===== config.mk =====
export PLATFORM = sky130hd
export DESIGN_NAME = instr_prefetch_buffer
export DESIGN_NICKNAME = d
export VERILOG_FILES = /design/src/rtl/riscv_pkg.sv /design/src/rtl/fetch_fifo.sv /design/src/rtl/instr_prefetch_buffer.sv
export SDC_FILE = /design/constraint.sdc
export NUM_CORES = 1
export LEC_CHECK = 0
export ABC_AREA = 1
export CORE_UTILIZATION = 39
export CTS_CLUSTER_SIZE = 28
export DETAILED_ROUTE_END_ITERATION = 7
export GPL_ROUTABILITY_DRIVEN = 0
export GPL_TIMING_DRIVEN = 0
export SLEW_MARGIN = 20
export SYNTH_ARGS = -nofsm -noshare
export SYNTH_HDL_FRONTEND = slang
export SYNTH_SLANG_ARGS = --single-unit

===== constraint.sdc =====
create_clock -name clk -period 5.8 [get_ports clk]
set_clock_uncertainty 0.1 [all_clocks]
set_input_delay 0.87 -clock clk [delete_from_list [all_inputs] [get_ports clk]]
set_output_delay 0.87 -clock clk [all_outputs]
set_load 0.03 [all_outputs]

===== src/rtl/riscv_pkg.sv =====
// Shared fetch-path types and constants for the riscv front end.
package riscv_pkg;

  localparam int XLEN    = 32;
  localparam int INSTR_W = 32;

  localparam logic [INSTR_W-1:0] INSTR_NOP = 32'h0000_0013;

  typedef struct packed {
    logic [XLEN-1:0]    pc;
    logic [INSTR_W-1:0] instr;
  } fetch_entry_t;

endpackage


===== src/rtl/fetch_fifo.sv =====
// DEPTH-entry queue of fetched {pc, instr} pairs; flush beats push and pop.
// The head is held in its own register so the outputs keep their last value when empty.
module fetch_fifo
  import riscv_pkg::*;
#(
  parameter int DEPTH = 4
) (
  input  logic                     clk,
  input  logic                     rst,
  input  logic                     push_i,
  input  fetch_entry_t             push_data_i,
  input  logic                     pop_i,
  input  logic                     flush_i,
  output logic                     valid_o,
  output fetch_entry_t             head_o,
  output logic [$clog2(DEPTH):0]   count_o
);

  localparam int PW = $clog2(DEPTH);
  localparam logic [PW:0] CNT_FULL = (PW+1)'(DEPTH);
  localparam logic [PW:0] CNT_ONE  = (PW+1)'(1);

  fetch_entry_t   mem_q [DEPTH];
  fetch_entry_t   head_q, head_d;
  logic [PW-1:0]  rd_ptr_q, rd_ptr_d, wr_ptr_q, wr_ptr_d;
  logic [PW:0]    count_q, count_d;
  logic           do_push, do_pop;

  assign do_pop  = pop_i && (count_q != '0) && !flush_i;
  assign do_push = push_i && !flush_i && ((count_q != CNT_FULL) || do_pop);

  always_comb begin
    rd_ptr_d = do_pop  ? rd_ptr_q + PW'(1) : rd_ptr_q;
    wr_ptr_d = do_push ? wr_ptr_q + PW'(1) : wr_ptr_q;
    count_d  = count_q;
    if (flush_i) begin
      rd_ptr_d = '0;
      wr_ptr_d = '0;
      count_d  = '0;
    end else if (do_push && !do_pop) begin
      count_d = count_q + CNT_ONE;
    end else if (!do_push && do_pop) begin
      count_d = count_q - CNT_ONE;
    end
  end

  // Next head comes from the incoming word when the queue is empty after the pop.
  always_comb begin
    head_d = head_q;
    if (!flush_i && (count_d != '0)) begin
      if (do_push && (wr_ptr_q == rd_ptr_d)) head_d = push_data_i;
      else                                   head_d = mem_q[rd_ptr_d];
    end
  end

  always_ff @(posedge clk) begin
    if (do_push) mem_q[wr_ptr_q] <= push_data_i;
  end

  always_ff @(posedge clk or posedge rst) begin
    if (rst) begin
      rd_ptr_q <= '0;
      wr_ptr_q <= '0;
      count_q  <= '0;
      head_q   <= '0;
    end else begin
      rd_ptr_q <= rd_ptr_d;
      wr_ptr_q <= wr_ptr_d;
      count_q  <= count_d;
      head_q   <= head_d;
    end
  end

  assign valid_o = (count_q != '0);
  assign head_o  = head_q;
  assign count_o = count_q;

endmodule


===== src/rtl/instr_prefetch_buffer.sv =====
// Sequential instruction prefetch: credit-limited reads to a 1-cycle imem,
// queued {pc, instr} delivery to the core, and redirect flush/restart.
module instr_prefetch_buffer
  import riscv_pkg::*;
#(
  parameter int              DEPTH    = 4,
  parameter int              XLEN     = riscv_pkg::XLEN,
  parameter logic [XLEN-1:0] RESET_PC = '0
) (
  input  logic                     clk,
  input  logic                     rst,
  input  logic                     redirect_valid,
  input  logic [XLEN-1:0]          redirect_pc,
  output logic                     imem_req,
  output logic [XLEN-1:0]          imem_addr,
  input  logic [31:0]              imem_rdata,
  output logic                     if_valid,
  output logic [31:0]              if_instr,
  output logic [XLEN-1:0]          if_pc,
  input  logic                     if_ready,
  output logic [$clog2(DEPTH):0]   occupancy
);

  localparam int OCC_W = $clog2(DEPTH) + 1;
  localparam logic [OCC_W-1:0] OCC_DEPTH = OCC_W'(DEPTH);

  logic [XLEN-1:0]  fetch_pc_q, fetch_pc_d;
  logic [XLEN-1:0]  inflight_pc_q, inflight_pc_d;
  logic             inflight_q, inflight_d;
  logic [XLEN-1:0]  req_addr;
  logic [OCC_W-1:0] credits_used;
  logic             push, pop;
  fetch_entry_t     push_entry, head;
  logic [1:0]       redirect_pc_unused;

  assign redirect_pc_unused = redirect_pc[1:0];

  assign req_addr     = redirect_valid ? {redirect_pc[XLEN-1:2], 2'b00} : fetch_pc_q;
  assign credits_used = occupancy + OCC_W'(inflight_q);

  // Counting the outstanding read against capacity keeps the queue from overflowing.
  assign imem_req  = !rst && (redirect_valid || (credits_used < OCC_DEPTH));
  assign imem_addr = req_addr;

  // A redirect kills the read returning this cycle and any same-cycle pop.
  assign push       = inflight_q && !redirect_valid;
  assign pop        = if_ready && !redirect_valid;
  assign push_entry = '{pc: inflight_pc_q, instr: imem_rdata};

  always_comb begin
    fetch_pc_d    = fetch_pc_q;
    inflight_pc_d = inflight_pc_q;
    inflight_d    = imem_req;
    if (imem_req) begin
      fetch_pc_d    = req_addr + XLEN'(4);
      inflight_pc_d = req_addr;
    end
  end

  always_ff @(posedge clk or posedge rst) begin
    if (rst) begin
      fetch_pc_q    <= RESET_PC;
      inflight_pc_q <= '0;
      inflight_q    <= 1'b0;
    end else begin
      fetch_pc_q    <= fetch_pc_d;
      inflight_pc_q <= inflight_pc_d;
      inflight_q    <= inflight_d;
    end
  end

  fetch_fifo #(.DEPTH(DEPTH)) u_fifo (
    .clk         (clk),
    .rst         (rst),
    .push_i      (push),
    .push_data_i (push_entry),
    .pop_i       (pop),
    .flush_i     (redirect_valid),
    .valid_o     (if_valid),
    .head_o      (head),
    .count_o     (occupancy)
  );

  assign if_instr = head.instr;
  assign if_pc    = head.pc;

endmodule


==> metrics.yaml <==
outcome:
  status: "finished, final reports clean"
clock_tree:
  cts_max_level: 2
  clock-sinks: 390
  clk_pin_slew_ns: 0.06
  cts_setup_buffers: 0
  cts_root_buf: "clkbuf_16"
  hold_buffers: 0
  cts.repair.resized: 0
  insertion_delay_ns: 0.55
  numCtsBuffers: 43
  cts_tree: "done"
  cts_buffer_depth: 3
detailed_routing:
  ant_nets: 0
  drc: 0
  routed_wl_mm: 51.94
  firstDrtPassIters: 5
  vias: 14110
  vias_per_cell: 5.158
  drtIter0Drc: 1191
  wl_per_cell_um: 18.98
synth:
  yosysWarnings: 0
  ys_ff_latch: 390
  synth_cell_types: 32
  synthCells: 1883
  yosysTopAreaCell: "edfxtp_1"
  ys_seq_area_share_pct: 62.23
  syn_nets: 1959
  ys_top_cells_by_area: "edfxtp_1 (43%), dfrtp_1 (19%), nand2_1 (14%)"
  post-synth-top-area-fraction_pct: 43.33
  synth_edf_count: 256
  synthArstFlopShare_pct: 34.36
  ys.flop_type: "edfxtp_1"
  synth_area_per_cell_um2: 9.422
  syn_area_um2: 17740
pwr:
  p_leak_nw: 9.356
  peakVddDrop_v: 0.0001864
  totalPowerFinal_mw: 8.788
  powerDensity_nw_per_um2: 399.5
worst_hold_path:
  hp-class: "flip-flop to flip-flop"
timing:
  drv_slew: 0
  rsz0062_at_grt: "false"
  tightestPinTransition_ns: 0.8448
  clock.fmax_ghz: 0.2148
  finalSetupViolCount: 0
  tns_ns: 0
  fin_hold_ws_ns: 0.3876
  relSlewSlack_pct: 43.54
  hold_viol_final: 0
  fin_ws_ns: 1.145
  period_needed_ns: 4.655
  fin_crit_sh_pct: 80.26
critical_path:
  crit_path_end_kind: "output port"
  arrival_ns: 3.69
  critPathKind: "input pin to output port"
  start_kind: "input pin"
  cp.required_ns: 4.83
  cp_max_fo: 29
finish:
  final_cell_mix: "nand2_1 (653), nand3_1 (358), edfxtp_1 (256)"
  drive_above_1_share_pct: 9.893
  syn2layout_area_growth_pct: 23.97
  regArea_um2: 11040
  final_common_cell: "nand2_1"
  multiInputGateArea_um2: 5613
  nets: 2185
  stdcell_count: 2736
  fillers: 4118
global_route:
  grt_max_degree: 34
  grtUsageTotal_pct: 22.50
  grt_pass1_vias: 13870
  grt_pass1_wl_mm: 80.23
  grt_overflow_total: 0
  antenna_found_initial: 0
flow_run:
  maxCapViolations: 0
die:
  fp.dieW_um: 215.3
  placementRows: 77
  ios: 169
  die-height_um: 215.3
  core-area_um2: 44510
  dieArea_um2: 46350
  start_util_pct: 39.86
place:
  placedCellCount: 2656
  post-dp-hpwl_mm: 35.10
  port_buffers: 165
  pre_cts_ws_ns: 1.129
==> routing by layer <==
| layer | vias up | GRT usage (%) | share of wire [%] |
|---|---|---|---|
| met5 | - | 0 | 0 |
| met4 | 0 | 8.463 | 3.4 |
| li1 | 6771 | - | - |
| met1 | 6692 | 30.45 | 43 |
| met3 | 96 | 4.317 | 7.4 |
| met2 | 552 | 35.83 | 47 |
==> kinds of logic after synthesis <==
family / Yosys count / share of synthesized area (%)
AND/OR/NAND/NOR: 1165 / 28.76
flip-flops: 390 / 62.23
adder cells (fa/ha/maj): 8 / 0.5642
XOR/XNOR: 4 / 0.1975
buffers and inverters: 254 / 6.305
AO/OA/AOI/OAI: 62 / 1.946
==> final cells by class <==
type / count / share of cell area [%]
repair buffers: 181 / 9.238
flip-flops and latches: 390 / 50.20
clock buffers: 62 / 5.683
clock inverters: 17 / 0.8817
inverters: 139 / 2.401
multi-input cells: 1239 / 25.52
plain buffers: 115 / 2.702
diodes: 1 / 0.01138
well taps: 592 / 3.368
==> registers in the layout (all words and copies together) (netlist names) <==
signal / count
fetch_pc_q: 32
inflight_pc_q: 30
inflight_q: 1
u_fifo.count_o: 3
u_fifo.head_o: 64
u_fifo.mem_q: 256
u_fifo.rd_ptr_q: 2
u_fifo.wr_ptr_q: 2
==> power breakdown <==
part	internal, mW	switching (mW)
Combinational	0.868	1.50
Clock	1.68	1.11
Sequential	3.37	0.259
Total	5.91	2.87
==> critical path, stage by stage <==
cell and delay (ns):
clkdlybuf4s50_1 0.44, clkinvlp_4 0.37, buf_12 0.26, nand2_1 0.24, inv_1 0.17, clkbuf_1 0.51, clkdlybuf4s50_1 0.80
==> metrics by stage <==
stage	utilization, %	cell area (µm²)
2_1_floorplan	-	17750
3_3_place_gp	45.24	20140
3_5_place_dp	46.17	20550
4_1_cts	49.41	21990
5_1_grt	49.41	21990
6_report	49.42	21990
==> worst paths after layout <==
kind | slack (ns) | start | endpoint | cells past startpoint
worst min-delay path | 0.39 | fetch_pc_q[3] | fetch_pc_q[3] | 2
worst max-delay path | 1.14 | rst | imem_req | 7
worst max register to register | 2.87 | u_fifo.count_o[0] | u_fifo.head_o[7] | 13
min in group asynchronous | 0.61 | rst | fetch_pc_q[28] | 2
max in group asynchronous | 4.27 | rst | u_fifo.head_o[40] | 4
worst min register to register | 0.39 | fetch_pc_q[3] | fetch_pc_q[3] | 2
==> synth_stat cells, types with 3 or more instances <==
library cell	instances
buf_6	4
nor2_2	9
o21ai_2	3
nand3_1	358
o21ai_1	4
nor2_1	56
o21a_1	3
nand2_2	10
o211ai_1	4
a21oi_1	6
ha_1	8
inv_1	133
edfxtp_1	256
inv_2	5
buf_2	73
nand2_1	653
buf_4	11
dfrtp_1	134
nand4_1	68
nand3_2	3
clkbuf_1	25
o21ai_0	39
nor2_4	4
xor2_1	3
No activity file was read; power rests on OpenSTA's default activity.
==> patch (same flow settings) <==
Set the package constant `XLEN` to 28 (it was 32).
--- a/src/rtl/riscv_pkg.sv
+++ b/src/rtl/riscv_pkg.sv
@@ -2,5 +2,5 @@
 package riscv_pkg;
 
-  localparam int XLEN    = 32;
+  localparam int XLEN    = 28;
   localparam int INSTR_W = 32;
 
Ports: changed (resized if_pc, imem_addr and redirect_pc); port bits go from 169 to 157. The function was not compared with the original's and may differ.
==> patch against the unedited design <==
Power is 8.3% lower. Worst hold slack lost 0.0046 ns. Sequential cell count fell by 28. Cell area shrank 7.7%. Synthesized area shrank 7.4%. Wire length fell by 11%. Synthesized cell count down 9.0%. Core utilization down 0.13 points. Setup slack improved by 0.067 ns. Die area is 7.3% lower.
==> patch: results (changes against the unedited design) <==
[setup_path]
reg2reg_to = u_fifo.head_o[21]  ; was u_fifo.head_o[7]
worstPathArrival_ns = 3.62  ; was 3.69 ns
r2r_slack_ns = 2.57  ; was 2.87 ns
critical_path_peak_fanout = 11  ; was 29

[final_layout]
largest_reg_flops = 240  ; was 256
synthToLayoutAreaGrowth_pct = 23.6  ; was 24.0%
antennaDiodeCount = 0  ; was 1
finalNetCount = 1996  ; was 2,185
layout-drive-gt1-share_pct = 9.77  ; was 9.89%

[drt]
post_drt_wl_per_cell_um = 18.6  ; was 19.0 um
firstDrtPassIters = 6  ; was 5
dr.first_iter.drc_count = 1063  ; was 1,191
vias = 12900  ; was 14,100

[logic_synthesis]
synth_edf_count = 240  ; was 256
synth_nets = 1786  ; was 1,959
synth_common_cells = nand2_1 (548), nand3_1 (341), edfxtp_1 (240)  ; was nand2_1 (653), nand3_1 (358), edfxtp_1 (256)
async_flop_share_pct = 33.7  ; was 34.4%
synth-seq-area-share_pct = 62.5  ; was 62.2%

[global_routing]
grt_pass1_wl_mm = 72.3  ; was 80.2 mm
grt_max_degree = 73  ; was 34

[run_status]
status = completed  ; unchanged

[placed_design]
port-buffer-count = 154  ; was 165
post-dp-hpwl_mm = 30.8  ; was 35.1 mm
placed_area_sq_um = 19000  ; was 20,500 sq um

[min_path]
hold_path_startpoint = fetch_pc_q[27]  ; was fetch_pc_q[3]
holdPathEnd = fetch_pc_q[27]  ; was fetch_pc_q[3]

[power]
p_leak_nw = 8.52  ; was 9.36 nW

[timing]
worstMarginPinSlew_ns = 0.662  ; was 0.845 ns

## patch: worst max-delay path by stage
stage                   start  slack (ns)        to  cells after the start
2_1_floorplan             rst        0.51  imem_req                      4
3_3_place_gp              rst       -2.34  imem_req                      6
3_5_place_dp   redirect_valid        1.21  imem_req                      9
4_1_cts        redirect_valid        1.22  imem_req                      9
5_1_grt        redirect_valid        1.05  imem_req                      9
6_report       redirect_valid        1.21  imem_req                      9
## patch: kinds of logic (layout without fill, tap and decap cells)
kind of cell | count (synthesis) | count (layout) | share of synthesized area [%]
AO/OA/AOI/OAI | 59 | 59 | 2.03
XOR/XNOR | 5 | 5 | 0.267
buffers and inverters | 232 | 472 | 6.17
AND/OR/NAND/NOR | 1048 | 1048 | 28.5
adder cells (fa/ha/maj) | 8 | 8 | 0.609
flip-flops | 362 | 362 | 62.5
## patch: layout make-up
cell class              count  area [sq um]
repair buffers            167          1880
inverters                 128           488
multi-input cells        1120          5180
well taps                 532           666
clock buffers              51          1090
flip-flops and latches    362         10300
fillers                  3779         20900
clock inverters            22           204
plain buffers             104           533
## patch: routing by layer
metal  GRT usage [%]  wire length [um]  vias up
li1                -                 -     6215
met1            29.8             20500     6119
met2            34.6             21300      442
met3            3.65              3130       85
met4            8.18              1310        0
met5               0                 0        -
## patch: power breakdown
group / switching (mW) / internal, mW
clock network: 1.04 / 1.48
registers: 0.227 / 3.13
logic: 1.39 / 0.805
total: 2.66 / 5.41
## patch: stage by stage
stage / hold slack (ns) / cells / setup slack (ns) / setup TNS (ns)
floorplan: 0.344 / 1714 / 0.505 / 0
global placement: 0.359 / 2400 / -2.34 / -498.96
CTS: 0.380 / 2486 / 1.22 / 0
global route: 0.426 / 2486 / 1.05 / 0
finish: 0.383 / 2486 / 1.21 / 0
detailed placement: 0.361 / 2413 / 1.21 / 0
## patch: critical path, cell delays in order
cell and delay (ns):
clkdlybuf4s50_1 0.76, buf_6 0.21, buf_4 0.27, nor2_1 0.08
nand2_1 0.11, nand2_1 0.12, inv_1 0.11, buf_2 0.31
clkdlybuf4s50_1 0.76
